## config.mk

```make
export PLATFORM = sky130hd
export DESIGN_NAME = sync_packet_framer
export DESIGN_NICKNAME = d
export VERILOG_FILES = /design/src/rtl/sync_packet_framer.sv
export SDC_FILE = /design/constraint.sdc
export NUM_CORES = 1
export LEC_CHECK = 0
export ABC_CLOCK_PERIOD_IN_PS = 3400
export CELL_PAD_IN_SITES_DETAIL_PLACEMENT = 0
export CELL_PAD_IN_SITES_GLOBAL_PLACEMENT = 1
export CORE_ASPECT_RATIO = 2
export CORE_UTILIZATION = 52
export DETAILED_ROUTE_END_ITERATION = 10
export GPL_TIMING_DRIVEN = 0
export PLACE_DENSITY = 0.87
export RECOVER_POWER = 50
export SYNTH_ARGS = -nofsm -noshare
export SYNTH_HDL_FRONTEND = slang
export SYNTH_SLANG_ARGS = --single-unit
```

## constraint.sdc

```tcl
create_clock -name clk_i -period 3.4 [get_ports clk_i]
set_input_delay 0.51 -clock clk_i [delete_from_list [all_inputs] [get_ports clk_i]]
set_output_delay 0.51 -clock clk_i [all_outputs]
set_load 0.05 [all_outputs]
```

## src/rtl/sync_packet_framer.sv

```systemverilog
// sync_packet_framer: buffers one packet of 16-bit words, then emits it as a
// framed stream of 9-bit symbols into the sync or async TX symbol FIFO.
// Frame: K_START, seq, length, payload bytes (MSB first), CRC-8, K_END.
module sync_packet_framer #(
  parameter int         MAX_WORDS = 16,
  parameter logic [8:0] K_START   = 9'h1FB,
  parameter logic [8:0] K_END     = 9'h1FD,
  parameter logic [7:0] CRC_POLY  = 8'h07
) (
  input  logic        clk_i,
  input  logic        rst_ni,
  input  logic        in_valid_i,
  output logic        in_ready_o,
  input  logic [15:0] in_data_i,
  input  logic        in_last_i,
  input  logic        in_async_i,
  input  logic [1:0]  fifo_afull_i,
  output logic [8:0]  sym_o,
  output logic [1:0]  sym_we_o,
  output logic        busy_o,
  output logic        pkt_done_o,
  output logic        overflow_o,
  output logic [7:0]  seq_o
);

  localparam int         IW      = (MAX_WORDS > 1) ? $clog2(MAX_WORDS) : 1;
  localparam logic [7:0] MAX_CNT = 8'(MAX_WORDS);

  localparam logic [3:0] S_IDLE   = 4'd0;
  localparam logic [3:0] S_LOAD   = 4'd1;
  localparam logic [3:0] S_DROP   = 4'd2;
  localparam logic [3:0] S_START  = 4'd3;
  localparam logic [3:0] S_SEQ    = 4'd4;
  localparam logic [3:0] S_LEN    = 4'd5;
  localparam logic [3:0] S_PAY_HI = 4'd6;
  localparam logic [3:0] S_PAY_LO = 4'd7;
  localparam logic [3:0] S_CRC    = 4'd8;
  localparam logic [3:0] S_END    = 4'd9;

  logic [1:0]  rst_sync_q, rst_sync_d;
  logic        rst_n;
  logic [3:0]  state_q, state_d;
  logic [7:0]  count_q, count_d;
  logic [7:0]  rd_idx_q, rd_idx_d;
  logic [7:0]  seq_q, seq_d;
  logic [7:0]  crc_q, crc_d;
  logic        class_q, class_d;
  logic [15:0] mem_q [MAX_WORDS];
  logic        mem_we;
  logic [IW-1:0] mem_addr;
  logic        accepting;
  logic        handshake;
  logic        sym_wr;
  logic [15:0] rd_word;
  logic [8:0]  sym;

  // One step of MSB-first CRC-8 over a whole byte, no reflection.
  function automatic logic [7:0] crc8_next(input logic [7:0] crc, input logic [7:0] data);
    logic [7:0] c;
    c = crc ^ data;
    for (int i = 0; i < 8; i++) begin
      c = c[7] ? ({c[6:0], 1'b0} ^ CRC_POLY) : {c[6:0], 1'b0};
    end
    return c;
  endfunction

  // Reset is asserted asynchronously but released only after two clean clock edges.
  assign rst_sync_d = {rst_sync_q[0], 1'b1};
  always_ff @(posedge clk_i or negedge rst_ni) begin
    if (!rst_ni) rst_sync_q <= 2'b00;
    else         rst_sync_q <= rst_sync_d;
  end
  assign rst_n = rst_sync_q[1];

  // Handshake, stall and symbol selection for the current state.
  always_comb begin
    accepting = (state_q == S_IDLE) || (state_q == S_LOAD) || (state_q == S_DROP);
    in_ready_o = rst_n & accepting;
    handshake  = in_valid_i & in_ready_o;
    sym_wr     = ~accepting & ~fifo_afull_i[class_q];
    rd_word    = mem_q[rd_idx_q[IW-1:0]];
    sym        = 9'h000;
    case (state_q)
      S_START:  sym = K_START;
      S_SEQ:    sym = {1'b0, seq_q};
      S_LEN:    sym = {1'b0, count_q};
      S_PAY_HI: sym = {1'b0, rd_word[15:8]};
      S_PAY_LO: sym = {1'b0, rd_word[7:0]};
      S_CRC:    sym = {1'b0, crc_q};
      S_END:    sym = K_END;
      default:  sym = 9'h000;
    endcase
  end

  assign sym_o      = sym;
  assign sym_we_o   = sym_wr ? (class_q ? 2'b10 : 2'b01) : 2'b00;
  assign pkt_done_o = sym_wr && (state_q == S_END);
  assign busy_o     = !((state_q == S_IDLE) && (count_q == 8'd0));
  assign seq_o      = seq_q;

  // Next-state logic: load/drop words, then walk the frame one symbol per write.
  always_comb begin
    state_d    = state_q;
    count_d    = count_q;
    rd_idx_d   = rd_idx_q;
    seq_d      = seq_q;
    crc_d      = crc_q;
    class_d    = class_q;
    mem_we     = 1'b0;
    mem_addr   = count_q[IW-1:0];
    overflow_o = 1'b0;
    case (state_q)
      S_IDLE: if (handshake) begin
        mem_we   = 1'b1;
        mem_addr = '0;
        class_d  = in_async_i;
        count_d  = 8'd1;
        state_d  = in_last_i ? S_START : S_LOAD;
      end
      S_LOAD: if (handshake) begin
        mem_we  = 1'b1;
        count_d = count_q + 8'd1;
        if (in_last_i)                      state_d = S_START;
        else if (count_q + 8'd1 == MAX_CNT) state_d = S_DROP;
      end
      S_DROP: if (handshake) begin
        overflow_o = 1'b1;
        if (in_last_i) state_d = S_START;
      end
      S_START: if (sym_wr) begin
        crc_d    = 8'h00;
        rd_idx_d = 8'd0;
        state_d  = S_SEQ;
      end
      S_SEQ: if (sym_wr) begin
        crc_d   = crc8_next(crc_q, sym[7:0]);
        state_d = S_LEN;
      end
      S_LEN: if (sym_wr) begin
        crc_d   = crc8_next(crc_q, sym[7:0]);
        state_d = S_PAY_HI;
      end
      S_PAY_HI: if (sym_wr) begin
        crc_d   = crc8_next(crc_q, sym[7:0]);
        state_d = S_PAY_LO;
      end
      S_PAY_LO: if (sym_wr) begin
        crc_d    = crc8_next(crc_q, sym[7:0]);
        rd_idx_d = rd_idx_q + 8'd1;
        state_d  = (rd_idx_q + 8'd1 == count_q) ? S_CRC : S_PAY_HI;
      end
      S_CRC: if (sym_wr) state_d = S_END;
      S_END: if (sym_wr) begin
        seq_d   = seq_q + 8'd1;
        count_d = 8'd0;
        state_d = S_IDLE;
      end
      default: state_d = S_IDLE;
    endcase
  end

  // Control registers; any reset abandons a partially loaded or emitted packet.
  always_ff @(posedge clk_i or negedge rst_n) begin
    if (!rst_n) begin
      state_q  <= S_IDLE;
      count_q  <= 8'd0;
      rd_idx_q <= 8'd0;
      seq_q    <= 8'd0;
      crc_q    <= 8'h00;
      class_q  <= 1'b0;
    end else begin
      state_q  <= state_d;
      count_q  <= count_d;
      rd_idx_q <= rd_idx_d;
      seq_q    <= seq_d;
      crc_q    <= crc_d;
      class_q  <= class_d;
    end
  end

  // Packet buffer; contents are meaningless until count says otherwise, so no reset.
  always_ff @(posedge clk_i) begin
    if (mem_we) mem_q[mem_addr] <= in_data_i;
  end

endmodule

```

==> metrics <==
outcome finished, violations left; failing checks negative setup slack; clock tree from TritonCTS done; synth unique cells 64; number of synthesized flops with an enable pin 256; reg-to-reg endpoint crc_q[7]; cell type with the largest total area after synthesis edfxtp_1; Worst Hold Class reg -> async; ratio of cells with drive above 1 in the final layout 0.264; Worst setup startpoint rd_idx_q[0]; number of buffers added on ports 45; FP Rows 80; synthesized area per cell 16.4 um2; # Max-Cap Violations 0; die outline area 25300 um2; gpl congestion 0.922; fin. max-slew vios 0; power density cells 846 nW/um2; Critical Path Sink Type output pin; Register-to-Register Setup Slack 0.06 ns; clock input transition at the sequential cells of the worst setup and hold paths 0.07 ns; IR Drop Worst-Case VDD just under 400 uV; Area contributors post-synth edfxtp_1 (60%), mux4_2 (9.0%), dfrtp_1 (7.6%), mux4_1 (2.7%), mux2i_1 (1.9%); Static Leakage around 5.3 nW; horizontal die dimension 113 um; category of the worst setup path launch point flip-flop; post-detailed-route count of antenna-violating nets 0; maximum clock insertion buffer count 3; Core Box Area around 24000 um2; NumNets Final 918; placement-stage worst setup slack -0.962 ns; drt first-iter violations 659; post-synthesis sequential area ratio 0.677; class of the most critical setup path reg -> out; count of endpoints failing hold in the final timing report 0; GRT Total Usage 0.271; syn_nets slightly above 800; maximum clock frequency 0.283 GHz; count of placed standard cells in the final layout, fillers left out 1197; instance count after placement with tap cells included 1130; TritonCTS Buffers 26; hold buffer count at cts 0; worst reg2reg startpoint rd_idx_q[0]; first-pass GRT wire length between 40000 and 50000 um; Async SR Flop Fraction 0.132; number of H-tree levels 1; share of the clock period used by the worst path after layout 1.04; area delta synth->final 20.7%; via count of the first global-routing pass around 7900; number of antenna violations at the first check in global routing 0; Via Count around 7700; post-detailed-route via-to-cell ratio 6.47; crit path time final around 3.5 ns; worst-margin pin slew 1.12 ns; DRC errors left 0; PnR worst setup slack -0.137 ns; combined area of all synthesized cells roughly 13000 um2; HPWL reported at the end of detailed placement 22200 um; setup violators final 6; unrepaired setup endpoints after global routing true; post-synth top area share 0.600; drt wl/cell 27.7 um; FF+latch count, synth approximately 300; Ys Warns 0; Worst Reg-to-Reg Cells 13; Starting Density 0.533; Root Driver clkbuf_16; vertical die dimension between 200 and 250 um; capturing element of the worst setup path sym_o[5]; overflow left after global routing 0; final WL 33200 um; Top-Level Pins 46; largest net degree at the start of global routing 40; most frequently used flop master after synthesis edfxtp_1; fillcell total 1617; worst clock skew on the final layout 0.0180 ns; CP arrival roughly 3.0 ns; highest fanout seen on the critical path 5; Max-Slew Margin vs Limit 0.250; most common library cell in the layout ignoring fill and taps edfxtp_1; Critical Path RT 2.89 ns; number of sinks handled by clock tree synthesis ~300; Clock Latency Late Sink 0.55 ns; number of detailed-routing iterations run before antenna repair 6; cells after synthesis 781; commonest cells after routing, fill and taps aside edfxtp_1 (256), mux4_2 (60), nand2_1 (41), dfrtp_1 (36), o21ai_0 (28); Antenna Cells 0; Setup Total Neg Slack -0.567 ns
==> power breakdown <==
part	internal [W]	switching (W)
clock network	0.00178	0.00138
registers	0.00410	0.000208
logic	0.00251	0.00310
total	0.00839	0.00469
==> timing repair <==
| item | CTS | global route |
|---|---|---|
| gates resized for setup | 127 | 41 |
| setup buffers | 17 | 5 |
| pin swaps | 8 | 7 |
| hold endpoints to repair | 0 | 0 |
| setup endpoints to repair | 214 | 96 |
| cloned | 2 | 0 |
==> registers in the layout, summed over array words and instances, names as in the netlist <==
name        count
count_q         8
rst_sync_q      2
mem_q         256
crc_q           8
rd_idx_q        8
state_q         4
class_q         1
seq_o           8
==> synthesized netlist by cell type, types with 9 or more instances <==
cell type / count
nand4_1: 9
or3_1: 9
nor3_1: 17
mux2i_1: 24
dfrtp_1: 39
mux4_2: 51
nand3_1: 21
nand2_1: 43
inv_1: 12
edfxtp_1: 256
mux4_1: 13
clkbuf_1: 25
a21oi_1: 18
xnor2_1: 19
xor2_1: 15
nor2_1: 39
o31ai_1: 9
o21ai_0: 29
buf_2: 18
==> logic make-up after synthesis <==
group | after synthesis | synth area share
buffers and inverters | 59 | 0.0209
AO/OA/AOI/OAI | 105 | 0.0554
adder cells (fa/ha/maj) | 5 | 0.00489
XOR/XNOR | 38 | 0.0288
AND/OR/NAND/NOR | 184 | 0.0728
flip-flops | 295 | 0.677
other | 1 | 0.000293
multiplexers | 94 | 0.140
==> layout make-up <==
class	count	area [um2]	area share
inverter	12	45.0	0.00291
clock buffer	28	679	0.0439
multi-input combinational	427	4140	0.268
sequential	295	8670	0.561
timing repair buffer	84	990	0.0640
buffer	44	340	0.0220
tap	287	359	0.0232
clock inverter	20	238	0.0154
==> metal layers <==
layer,part of all wire,global-route usage,up-vias
met3,0.049,0.0273,105
li1,-,-,3321
met5,0,0,-
met4,0.058,0.161,0
met1,0.35,0.298,3987
met2,0.55,0.501,332
==> worst min-delay path by stage <==
stage / endpoint / depth (start not counted)
finish: count_q[1] / 0
CTS: count_q[1] / 0
global route: count_q[1] / 0
detailed placement: count_q[1] / 0
global placement: rst_sync_q[1] / 0
floorplan: rst_sync_q[0] / 0
==> critical path, cell delays in order (launching register included) <==
cell       delay [ns]
dfrtp_2          0.43
buf_12           0.16
buf_12           0.11
buf_6            0.08
mux4_2           0.48
mux4_2           0.55
a2111oi_4        0.42
inv_1            0.09
buf_6            0.16
==> stage by stage <==
stage	utilization	total power, W	hold slack, ns	instance area, um2
2_1_floorplan	-	0.00784	0.214	12800
3_3_place_gp	0.568	0.00912	0.337	13700
3_5_place_dp	0.584	0.00921	0.0743	14000
4_1_cts	0.638	0.0128	0.0855	15300
5_1_grt	0.643	0.0135	0.118	15500
6_report	0.643	0.0131	0.0934	15500
Power figures use the tool's default switching activity.
